### src/rtl/mc_ctrl_pkg.sv
// -----------------------------------------------------------------------------
// mc_ctrl_pkg
// Shared encodings for the multicycle MIPS-style control unit.
//   - opcode constants for the supported instruction subset
//   - 4-bit FSM state codes (also driven on the debug 'state' port)
//   - ALUOp / ALUSrcB / PCSource / RegDst / MemtoReg select encodings
//   - is_known_op(): true for every opcode the FSM can execute
// Optional feature macro used by the importing files: ILLEGAL_TRAP_EN
// -----------------------------------------------------------------------------
package mc_ctrl_pkg;

  // Opcodes (instruction[31:26])
  localparam logic [5:0] OP_RFORMAT = 6'd0;
  localparam logic [5:0] OP_JAL     = 6'd3;
  localparam logic [5:0] OP_BEQ     = 6'd4;
  localparam logic [5:0] OP_ADDI    = 6'd8;
  localparam logic [5:0] OP_ANDI    = 6'd12;
  localparam logic [5:0] OP_LW      = 6'd35;
  localparam logic [5:0] OP_SW      = 6'd43;

  // FSM state codes
  typedef enum logic [3:0] {
    S_FETCH     = 4'd0,
    S_DECODE    = 4'd1,
    S_EXECUTE   = 4'd2,
    S_ALU_WB    = 4'd3,
    S_IMM_EXEC  = 4'd4,
    S_IMM_WB    = 4'd5,
    S_MEM_ADDR  = 4'd6,
    S_MEM_READ  = 4'd7,
    S_MEM_WB    = 4'd8,
    S_MEM_WRITE = 4'd9,
    S_BRANCH    = 4'd10,
    S_JAL       = 4'd11,
    S_TRAP      = 4'd12
  } state_t;

  // ALU operation select
  localparam logic [1:0] ALUOP_ADD   = 2'b00;
  localparam logic [1:0] ALUOP_SUB   = 2'b01;
  localparam logic [1:0] ALUOP_FUNCT = 2'b10;
  localparam logic [1:0] ALUOP_AND   = 2'b11;

  // ALU B operand select
  localparam logic [1:0] SRCB_REG    = 2'b00;
  localparam logic [1:0] SRCB_FOUR   = 2'b01;
  localparam logic [1:0] SRCB_IMM    = 2'b10;
  localparam logic [1:0] SRCB_BRANCH = 2'b11;

  // Next-PC source
  localparam logic [1:0] PCSRC_ALU    = 2'b00;
  localparam logic [1:0] PCSRC_ALUOUT = 2'b01;
  localparam logic [1:0] PCSRC_JUMP   = 2'b10;

  // Destination register select
  localparam logic [1:0] REGDST_RT = 2'b00;
  localparam logic [1:0] REGDST_RD = 2'b01;
  localparam logic [1:0] REGDST_RA = 2'b10;

  // Register write-data select
  localparam logic [1:0] M2R_ALU = 2'b00;
  localparam logic [1:0] M2R_MEM = 2'b01;
  localparam logic [1:0] M2R_PC  = 2'b10;

  function automatic logic is_known_op(input logic [5:0] op);
    logic known;
    case (op)
      OP_RFORMAT, OP_JAL, OP_BEQ, OP_ADDI,
      OP_ANDI, OP_LW, OP_SW: known = 1'b1;
      default:               known = 1'b0;
    endcase
    return known;
  endfunction

endpackage

### src/rtl/mc_ctrl_decode.sv
// -----------------------------------------------------------------------------
// mc_ctrl_decode
// Combinational state -> datapath control decode for multicycle_control.
// Every control defaults to 0; each state only raises what it needs.
// Ports:
//   state_i      current state code
//   opcode_i     instruction opcode (selects ADDI/ANDI ALU op, NOP detection)
//   mem_ready_i  memory handshake (qualifies IRWrite/PCWrite and SW completion)
//   *_o          raw (not reset-gated) datapath controls and instr_done
// Optional feature macro: ILLEGAL_TRAP_EN (unknown opcode traps instead of NOP)
// -----------------------------------------------------------------------------
module mc_ctrl_decode
  import mc_ctrl_pkg::*;
(
  input  logic [3:0] state_i,
  input  logic [5:0] opcode_i,
  input  logic       mem_ready_i,
  output logic       pc_write_o,
  output logic       pc_write_cond_o,
  output logic       i_or_d_o,
  output logic       mem_read_o,
  output logic       mem_write_o,
  output logic       ir_write_o,
  output logic       reg_write_o,
  output logic       alu_src_a_o,
  output logic [1:0] alu_src_b_o,
  output logic [1:0] alu_op_o,
  output logic [1:0] pc_source_o,
  output logic [1:0] reg_dst_o,
  output logic [1:0] mem_to_reg_o,
  output logic       instr_done_o
);

  always_comb begin
    pc_write_o      = 1'b0;
    pc_write_cond_o = 1'b0;
    i_or_d_o        = 1'b0;
    mem_read_o      = 1'b0;
    mem_write_o     = 1'b0;
    ir_write_o      = 1'b0;
    reg_write_o     = 1'b0;
    alu_src_a_o     = 1'b0;
    alu_src_b_o     = SRCB_REG;
    alu_op_o        = ALUOP_ADD;
    pc_source_o     = PCSRC_ALU;
    reg_dst_o       = REGDST_RT;
    mem_to_reg_o    = M2R_ALU;
    instr_done_o    = 1'b0;

    case (state_t'(state_i))
      S_FETCH: begin
        // PC+4 computed every fetch cycle, but only committed (together
        // with the instruction word) once memory has delivered it.
        mem_read_o  = 1'b1;
        alu_src_b_o = SRCB_FOUR;
        ir_write_o  = mem_ready_i;
        pc_write_o  = mem_ready_i;
      end
      S_DECODE: begin
        // Speculative branch target PC + (imm << 2) into ALUOut.
        alu_src_b_o = SRCB_BRANCH;
`ifdef ILLEGAL_TRAP_EN
        instr_done_o = 1'b0;
`else
        // Unknown opcodes retire here as a NOP.
        instr_done_o = !is_known_op(opcode_i);
`endif
      end
      S_EXECUTE: begin
        alu_src_a_o = 1'b1;
        alu_op_o    = ALUOP_FUNCT;
      end
      S_ALU_WB: begin
        reg_dst_o    = REGDST_RD;
        reg_write_o  = 1'b1;
        instr_done_o = 1'b1;
      end
      S_IMM_EXEC: begin
        alu_src_a_o = 1'b1;
        alu_src_b_o = SRCB_IMM;
        alu_op_o    = (opcode_i == OP_ANDI) ? ALUOP_AND : ALUOP_ADD;
      end
      S_IMM_WB: begin
        reg_write_o  = 1'b1;
        instr_done_o = 1'b1;
      end
      S_MEM_ADDR: begin
        alu_src_a_o = 1'b1;
        alu_src_b_o = SRCB_IMM;
      end
      S_MEM_READ: begin
        mem_read_o = 1'b1;
        i_or_d_o   = 1'b1;
      end
      S_MEM_WB: begin
        mem_to_reg_o = M2R_MEM;
        reg_write_o  = 1'b1;
        instr_done_o = 1'b1;
      end
      S_MEM_WRITE: begin
        // A store finishes in the cycle memory accepts it.
        mem_write_o  = 1'b1;
        i_or_d_o     = 1'b1;
        instr_done_o = mem_ready_i;
      end
      S_BRANCH: begin
        alu_src_a_o     = 1'b1;
        alu_op_o        = ALUOP_SUB;
        pc_write_cond_o = 1'b1;
        pc_source_o     = PCSRC_ALUOUT;
        instr_done_o    = 1'b1;
      end
      S_JAL: begin
        reg_dst_o    = REGDST_RA;
        mem_to_reg_o = M2R_PC;
        reg_write_o  = 1'b1;
        pc_write_o   = 1'b1;
        pc_source_o  = PCSRC_JUMP;
        instr_done_o = 1'b1;
      end
      default: begin
        // S_TRAP and unused codes: everything stays 0.
      end
    endcase
  end

endmodule

### src/rtl/multicycle_control.sv
// -----------------------------------------------------------------------------
// multicycle_control
// Moore-style control FSM for a multicycle MIPS-subset datapath
// (R-type, ADDI, ANDI, LW, SW, BEQ, JAL).
// Ports:
//   clk          rising-edge clock
//   reset        asynchronous active-high reset; also forces all controls to 0
//   opcode       instruction[31:26], stable from DECODE until next FETCH
//   mem_ready    memory handshake, access completes in the cycle it is high
//   PCWrite .. MemtoReg   datapath controls / selects
//   state        current state code (debug)
//   instr_done   pulse in the last cycle of every instruction
//   illegal_op   sticky illegal-opcode flag
// Optional feature macro: ILLEGAL_TRAP_EN
//   defined   : unknown opcode enters TRAP (held until reset), illegal_op=1
//   undefined : unknown opcode retires as a NOP from DECODE, illegal_op=0
// -----------------------------------------------------------------------------
module multicycle_control
  import mc_ctrl_pkg::*;
(
  input  logic       clk,
  input  logic       reset,
  input  logic [5:0] opcode,
  input  logic       mem_ready,
  output logic       PCWrite,
  output logic       PCWriteCond,
  output logic       IorD,
  output logic       MemRead,
  output logic       MemWrite,
  output logic       IRWrite,
  output logic       RegWrite,
  output logic       ALUSrcA,
  output logic [1:0] ALUSrcB,
  output logic [1:0] ALUOp,
  output logic [1:0] PCSource,
  output logic [1:0] RegDst,
  output logic [1:0] MemtoReg,
  output logic [3:0] state,
  output logic       instr_done,
  output logic       illegal_op
);

  state_t state_q, state_d;

  // ---------------------------------------------------------------------------
  // Next-state logic
  // ---------------------------------------------------------------------------
  always_comb begin
    state_d = state_q;
    case (state_q)
      S_FETCH:    if (mem_ready) state_d = S_DECODE;
      S_DECODE: begin
        case (opcode)
          OP_RFORMAT:     state_d = S_EXECUTE;
          OP_ADDI,
          OP_ANDI:        state_d = S_IMM_EXEC;
          OP_LW, OP_SW:   state_d = S_MEM_ADDR;
          OP_BEQ:         state_d = S_BRANCH;
          OP_JAL:         state_d = S_JAL;
`ifdef ILLEGAL_TRAP_EN
          default:        state_d = S_TRAP;
`else
          default:        state_d = S_FETCH;
`endif
        endcase
      end
      S_EXECUTE:   state_d = S_ALU_WB;
      S_ALU_WB:    state_d = S_FETCH;
      S_IMM_EXEC:  state_d = S_IMM_WB;
      S_IMM_WB:    state_d = S_FETCH;
      S_MEM_ADDR:  state_d = (opcode == OP_LW) ? S_MEM_READ : S_MEM_WRITE;
      S_MEM_READ:  if (mem_ready) state_d = S_MEM_WB;
      S_MEM_WB:    state_d = S_FETCH;
      S_MEM_WRITE: if (mem_ready) state_d = S_FETCH;
      S_BRANCH:    state_d = S_FETCH;
      S_JAL:       state_d = S_FETCH;
`ifdef ILLEGAL_TRAP_EN
      S_TRAP:      state_d = S_TRAP;   // only reset leaves the trap
`endif
      default:     state_d = S_FETCH;
    endcase
  end

  // ---------------------------------------------------------------------------
  // State register (and sticky illegal flag when trapping is built in)
  // ---------------------------------------------------------------------------
`ifdef ILLEGAL_TRAP_EN
  logic illegal_q, illegal_d;

  // Set on the same edge that enters TRAP, so the flag and the TRAP state
  // become visible together.
  assign illegal_d = illegal_q | (state_d == S_TRAP);

  always_ff @(posedge clk or posedge reset) begin
    if (reset) begin
      state_q   <= S_FETCH;
      illegal_q <= 1'b0;
    end else begin
      state_q   <= state_d;
      illegal_q <= illegal_d;
    end
  end

  assign illegal_op = illegal_q;
`else
  always_ff @(posedge clk or posedge reset) begin
    if (reset) begin
      state_q <= S_FETCH;
    end else begin
      state_q <= state_d;
    end
  end

  assign illegal_op = 1'b0;
`endif

  assign state = state_q;

  // ---------------------------------------------------------------------------
  // Control decode
  // ---------------------------------------------------------------------------
  logic       dec_pc_write;
  logic       dec_pc_write_cond;
  logic       dec_i_or_d;
  logic       dec_mem_read;
  logic       dec_mem_write;
  logic       dec_ir_write;
  logic       dec_reg_write;
  logic       dec_alu_src_a;
  logic [1:0] dec_alu_src_b;
  logic [1:0] dec_alu_op;
  logic [1:0] dec_pc_source;
  logic [1:0] dec_reg_dst;
  logic [1:0] dec_mem_to_reg;
  logic       dec_instr_done;

  mc_ctrl_decode u_decode (
    .state_i         (state_q),
    .opcode_i        (opcode),
    .mem_ready_i     (mem_ready),
    .pc_write_o      (dec_pc_write),
    .pc_write_cond_o (dec_pc_write_cond),
    .i_or_d_o        (dec_i_or_d),
    .mem_read_o      (dec_mem_read),
    .mem_write_o     (dec_mem_write),
    .ir_write_o      (dec_ir_write),
    .reg_write_o     (dec_reg_write),
    .alu_src_a_o     (dec_alu_src_a),
    .alu_src_b_o     (dec_alu_src_b),
    .alu_op_o        (dec_alu_op),
    .pc_source_o     (dec_pc_source),
    .reg_dst_o       (dec_reg_dst),
    .mem_to_reg_o    (dec_mem_to_reg),
    .instr_done_o    (dec_instr_done)
  );

  // Reset forces every control low immediately, so an instruction in flight
  // (e.g. a stalled store) cannot write anything once reset rises, even
  // though FETCH itself would raise MemRead.
  logic       run;
  logic [1:0] run2;

  assign run  = ~reset;
  assign run2 = {2{run}};

  assign PCWrite     = dec_pc_write      & run;
  assign PCWriteCond = dec_pc_write_cond & run;
  assign IorD        = dec_i_or_d        & run;
  assign MemRead     = dec_mem_read      & run;
  assign MemWrite    = dec_mem_write     & run;
  assign IRWrite     = dec_ir_write      & run;
  assign RegWrite    = dec_reg_write     & run;
  assign ALUSrcA     = dec_alu_src_a     & run;
  assign ALUSrcB     = dec_alu_src_b     & run2;
  assign ALUOp       = dec_alu_op        & run2;
  assign PCSource    = dec_pc_source     & run2;
  assign RegDst      = dec_reg_dst       & run2;
  assign MemtoReg    = dec_mem_to_reg    & run2;
  assign instr_done  = dec_instr_done    & run;

endmodule

### config.mk
export PLATFORM = sky130hd
export DESIGN_NAME = multicycle_control
export DESIGN_NICKNAME = d
export VERILOG_FILES = /design/src/rtl/mc_ctrl_pkg.sv /design/src/rtl/mc_ctrl_decode.sv /design/src/rtl/multicycle_control.sv
export SDC_FILE = /design/constraint.sdc
export NUM_CORES = 1
export LEC_CHECK = 0
export ABC_CLOCK_PERIOD_IN_PS = 1580
export CAP_MARGIN = 10
export CORE_AREA = 2 2 46 48
export CTS_CLUSTER_DIAMETER = 120
export DETAILED_ROUTE_END_ITERATION = 12
export DIE_AREA = 0 0 48 50
export DONT_BUFFER_PORTS = 1
export PLACE_DENSITY_LB_ADDON = 0.08
export SLEW_MARGIN = 15
export SYNTH_ARGS = -nofsm -noshare
export SYNTH_HDL_FRONTEND = slang
export SYNTH_SLANG_ARGS = --single-unit
### constraint.sdc
create_clock -name clk -period 1.58 [get_ports clk]
set_input_delay 0.237 -clock clk [delete_from_list [all_inputs] [get_ports clk]]
set_output_delay 0.237 -clock clk [all_outputs]
set_load 0.01 [all_outputs]
# Yosys cells after proc, flatten, opt, wreduce, memory -nomap -nowiden
# Cells that the tools add are included.
totals:
  regBits: 4
  inputBits: 9
  output_inout_bits: 24
  word_cells: 72
classes:
  n_eq_ne: 20
  n_mux: 23
  bitwise: 15
  reduce_logical: 13
ops:
  columns: ["operator", "count"]
  rows:
  - ["4-bit one-hot mux with 7 select lines", 1]
  - ["4-bit one-hot mux with 5 select lines", 1]
  - ["4-bit by 3-bit equality test with 1-bit output, second input constant", 4]
  - ["4-bit equality test, second input constant", 4]
  - ["4-bit 2-to-1 mux", 4]
  - ["6-bit by 4-bit equality test with 1-bit output, second input constant", 2]
  - ["6-bit equality test, second input constant", 2]
  - ["2-bit one-hot mux with 2 select lines", 3]
  - ["2-bit one-hot mux with 3 select lines", 2]
  - ["2-bit bitwise AND", 5]
  - ["2-bit OR reduction", 5]
  - ["1-bit bitwise AND", 9]
  - ["1-bit 2-to-1 mux", 9]
  - ["4-bit by 2-bit equality test with 1-bit output, second input constant", 2]
  - ["4-bit OR reduction", 2]
  - ["7-bit OR reduction", 1]
  - ["6-bit by 2-bit equality test with 1-bit output, second input constant", 1]
  - ["6-bit by 3-bit equality test with 1-bit output, second input constant", 1]
  - ["6-bit logical NOT", 1]
  - ["2-bit != test, second input constant", 3]
  - ["5-bit OR reduction", 1]
  - ["4-bit by 1-bit equality test with 1-bit output, second input constant", 1]
  - ["4-bit logical NOT", 1]
  - ["1-bit one-hot mux with 3 select lines", 1]
  - ["other kinds (5)", 5]

# Depth between registers and ports, before layout
logic_depth:
  ltp_word: 7
  ltp_mapped: 6
  ltp_nobuf: 4

# Hierarchy
# A second synthesis with hierarchy kept.
hier_totals:
  cells_unflattened: 118
  hier_area_um2: 814.5
modules_own_cells:
  columns: ["module", "instances", "cells_per_inst", "area_per_inst_um2", "seq_area_each_um2"]
  rows:
  - ["multicycle_control", 1, 68, 510.5, 100.1]
  - ["mc_ctrl_decode", 1, 50, 304.0, 0.0]

# Worst setup path before layout
# No wires, ideal clock.
synth_timing:
  path_kind: "register -> output"
  startpoint: "register state_q[3], in the netlist state[3]"
  endpoint: "output PCWrite"
  t_arrival_ns: 1.519
  required_time_ns: 1.343
  setup_slack_ns: -0.176
  path_stages_with_launch: 5
  path_buffers: 1
  cell_sequence: "dfrtp_1 clkbuf_1 nor4_1 and3_1 or2_2"
synth_between:
  elab_chain_cells: 3
  word_cells_on_any_way: 4
  cone_classes: "1 x eq/ne; 1 x mux; 1 x bitwise; 1 x reduce/logical"
synth_rtl:
  columns: ["item", "line", "rtl"]
  rows:
  - ["start, declared", "multicycle_control.sv:43", "state_t state_q, state_d;"]
  - ["start signal, assigned", "multicycle_control.sv:110", "state_q <= state_d;"]
  - ["4-bit equality test / 4-bit logical NOT (equally long branches)", "mc_ctrl_decode.sv:50", "case (state_t'(state_i))"]
  - ["1-bit one-hot mux with 2 select lines *", "mc_ctrl_decode.sv:50", null]
  - ["1-bit bitwise AND *", "multicycle_control.sv:166", "assign PCWrite = dec_pc_write & run;"]
  - ["end, declared", "multicycle_control.sv:25", "output logic PCWrite,"]
# Mark *: on every way between the ends. The rest lies on a longest branch, timed or not.

# Worst setup path after layout
layout_timing:
  startpoint: "register state_q[2], in the netlist state[2]"
  endpoint: "output instr_done"
layout_between:
  elab_chain_cells: 4
  word_cells_on_any_way: 10
  cone_classes: "7 x eq/ne; 1 x mux; 1 x bitwise; 1 x reduce/logical"
layout_rtl:
  columns: ["item", "line", "rtl"]
  rows:
  - ["4-bit by 2-bit equality test with 1-bit output (tied with other cells)", "mc_ctrl_decode.sv:50", null]
  - ["5-bit OR reduction (no source line)", null, null]
  - ["1-bit one-hot mux with 3 select lines *", "mc_ctrl_decode.sv:50", null]
  - ["1-bit bitwise AND *", "multicycle_control.sv:179", "assign instr_done = dec_instr_done & run;"]
  - ["end, declared", "multicycle_control.sv:39", "output logic instr_done,"]
# Marks and branches as above.

==> results.md <==
* Status: finished, violations left
* VDD IR max at approximately 520 µV
* Worst Skew at approximately 12 ps
* Post-synth EDFFs at 0
* TNS Setup at -175 ps
* Share of cells above drive strength 1 at 0.622
* First-pass DRT Iterations at 4
* Fin. Hold Viols at 0
* Post-Syn Nets at between 100 and 150
* Combinational share of power at 0.755
* Final Non-Filler Cells at roughly 150
* Ports at 33
* Critical Path Start Type: flip-flop
* CP Capture Type: output pin
* FF-to-FF path depth at 7
* Top FF cell, synth: dfrtp_1
* Largest fanout on the critical path at 6
* Vias in the first global route at 787
* Die Height at 50 µm
* Synth warn at 0
* Total power at around 1.3 mW
* Leak at about 0.43 nW
* Initial antenna violation count at 0
* NetSw at between 0.5 and 0.6 mW
* Max Buffers Root-to-Sink at 2
* Largest net degree at the start of global routing at 10
* Final WL at about 2300 µm
* Asr flop ratio synth at 1.00
* Clock share of power at 0.104
* Final nets at 138
* Delay-heaviest family, CP: compound AO/OA/AOI/OAI gates
* Worst EP arrival at around 1400 ps
* Reg-to-Reg End: state[3]
* Synth area leader: dfrtp_1
* Vias at ~850
* Crit path buf inv count at 0
* GPL Wtd Cong at approximately 0.84
* Flip-flop count of the largest register after layout at 4
* Starting DRC count in detailed routing at 22
* Critical Path RT at about 1300 ps
* RR Startpoint: state[2]
* RSZ-0062 raised after global routing: yes
* Post-route DRC at 0
* CTS Buf Count at 3
* Min-delay worst type: input port to flip-flop
* Count of cell types in the netlist at 33
* Final hold slack at around 120 ps
* F_max at roughly 610 MHz
* Critical-path cell list: or2_4 -> o311ai_2 -> o31ai_2
* Clk slew on worst S/H paths at approximately 40 ps
* Top cells by area, synth: dfrtp_1 (16%), nor3_1 (12%), a21oi_1 (8.0%)
* Cells after Synth at between 90 and 100
* Max incr delay on CP at between 400 and 500 ps
* Initial Utilization at 0.330
* Sequential share of the synthesized area at 0.159
* Die W at between 40 and 50 µm
* Avg Inst Size Synth at 6.48 µm²
* Final Slew Violations at 0
* Commonest cells in the netlist: nor3_1 (15), nor2_1 (11), a21oi_1 (10)
* Crit Path Category: flip-flop to output pin
* Buffers on Ports at 0
* Worst Setup EP: instr_done
* Count leader, synth: nor3_1
* Part of the power in registers at 0.141
* Total gr overflow at 0
* Row count at 16
* Critical path launch point: state[2]
* CTS H-Tree Depth at 1
* GRT Total Usage at 0.204
* Final setup margin at -59.5 ps
* Crit. path cell count at 3
* Reg2Reg Setup Slack at roughly 50 ps
* Die Area at around 0.0024 mm²
* DRT antenna net count at 0
* Post-DP HPWL at about 1500 µm
* Final setup vio count at 5
* Yosys reg bits at 4
* First-pass GRT wire length at ~3600 µm
* Final min period at roughly 1600 ps
* Failing checks: setup timing
* Dpl cells at approximately 140
* Top cell type's share of synthesized area at 0.159
* CTS Sinks at 4
* Slowest stage cell, crit path: dfrtp_2
* Wire per inst at around 15 µm
* Sw Ratio at 0.463
* Skew-Pair Late Insertion Delay at 240 ps
* TritonCTS clock tree: yes
* Mapped cell area at 628 µm²
* Core area at between 0.0015 and 0.002 mm²
* Clock root cell: clkbuf_4
* Fin crit share at 1.04
* Synth-to-Final Area Change at 73.5%
* Max Cap Viol at 0
* Internal cell power at about 0.67 mW
* Antenna diodes at 0
* Place WS at between 30 and 40 ps
* Vias per cell at around 5.5
* Power Density at approximately 1200 mW/mm²
[routing by layer]
layer / vias to the layer above / GRT usage / routed length [µm]
li1: 411 / - / -
met1: 401 / 0.276 / 988
met2: 33 / 0.322 / 1180
met3: 0 / 0.0513 / 136
met4: 0 / 0.0405 / 0
met5: - / 0 / 0
[per-stage QoR]
stage,utilization,instance area [µm²]
floorplan,-,653
global placement,0.419,797
detailed placement,0.419,797
CTS,0.514,978
global route,0.573,1090
finish,0.573,1090
[cell type report]
cell class	instances	area, µm²
inverter	4	15.0
sequential	4	104
multi-input combinational	77	604
timing repair buffer	39	310
tap	27	33.8
clock buffer	3	22.5
fill	178	812
[repair_timing]
item | CTS | global route
setup buffers | 10 | 4
resized for setup | 21 | 21
hold buffers | 1 | 0
setup endpoints to repair | 17 | 16
hold endpoints to repair | 4 | 0
pin swaps | 7 | 4
[cells in the final DEF (no fill, tap or decap), types with 2 or more instances in the layout]
| master | count |
|---|---|
| clkbuf_4 | 3 |
| nor4_4 | 2 |
| nor2_1 | 4 |
| nand2b_4 | 2 |
| a22oi_1 | 2 |
| o21ai_0 | 3 |
| a21oi_1 | 6 |
| o31ai_1 | 2 |
| nor3_1 | 6 |
| nand2_1 | 4 |
| inv_1 | 3 |
| nor3_2 | 9 |
| dfrtp_2 | 3 |
| a21oi_2 | 4 |
| or2_4 | 2 |
| o31ai_2 | 2 |
| nor2_4 | 2 |
| nor2_2 | 5 |
| nand4b_1 | 2 |
| nand3_1 | 2 |
| nand2b_1 | 3 |
| buf_6 | 4 |
| buf_4 | 34 |
[logic make-up (layout without fill, tap and decap cells)]
kind of cell / after synthesis / after routing / synth area share
buffers and inverters: 16 / 46 / 0.135
AOI/OAI and AO/OA: 26 / 26 / 0.263
other: 1 / 1 / 0.00597
DFF: 4 / 4 / 0.159
and+or+nand+nor: 50 / 50 / 0.436
[power by group through the flow]
stage / Sequential (mW) / Clock [mW] / Combinational (mW)
3_5_place_dp: 0.181 / 0 / 0.631
5_1_grt: 0.182 / 0.144 / 1.02
3_3_place_gp: 0.180 / 0 / 0.633
2_1_floorplan: 0.159 / 0 / 0.456
6_report: 0.177 / 0.130 / 0.947
4_1_cts: 0.171 / 0.135 / 0.813
[how the worst min path moves through the flow]
| stage | depth (start not counted) | from | to | slack, ps |
|---|---|---|---|---|
| global placement | 1 | reset | state[2] | 60 |
| detailed placement | 1 | reset | state[2] | 60 |
| CTS | 1 | mem_ready | state[0] | 100 |
| global route | 1 | mem_ready | state[0] | 100 |
| finish | 1 | mem_ready | state[0] | 120 |
| floorplan | 2 | reset | state[0] | 270 |
(Power assumes the default switching activity.)
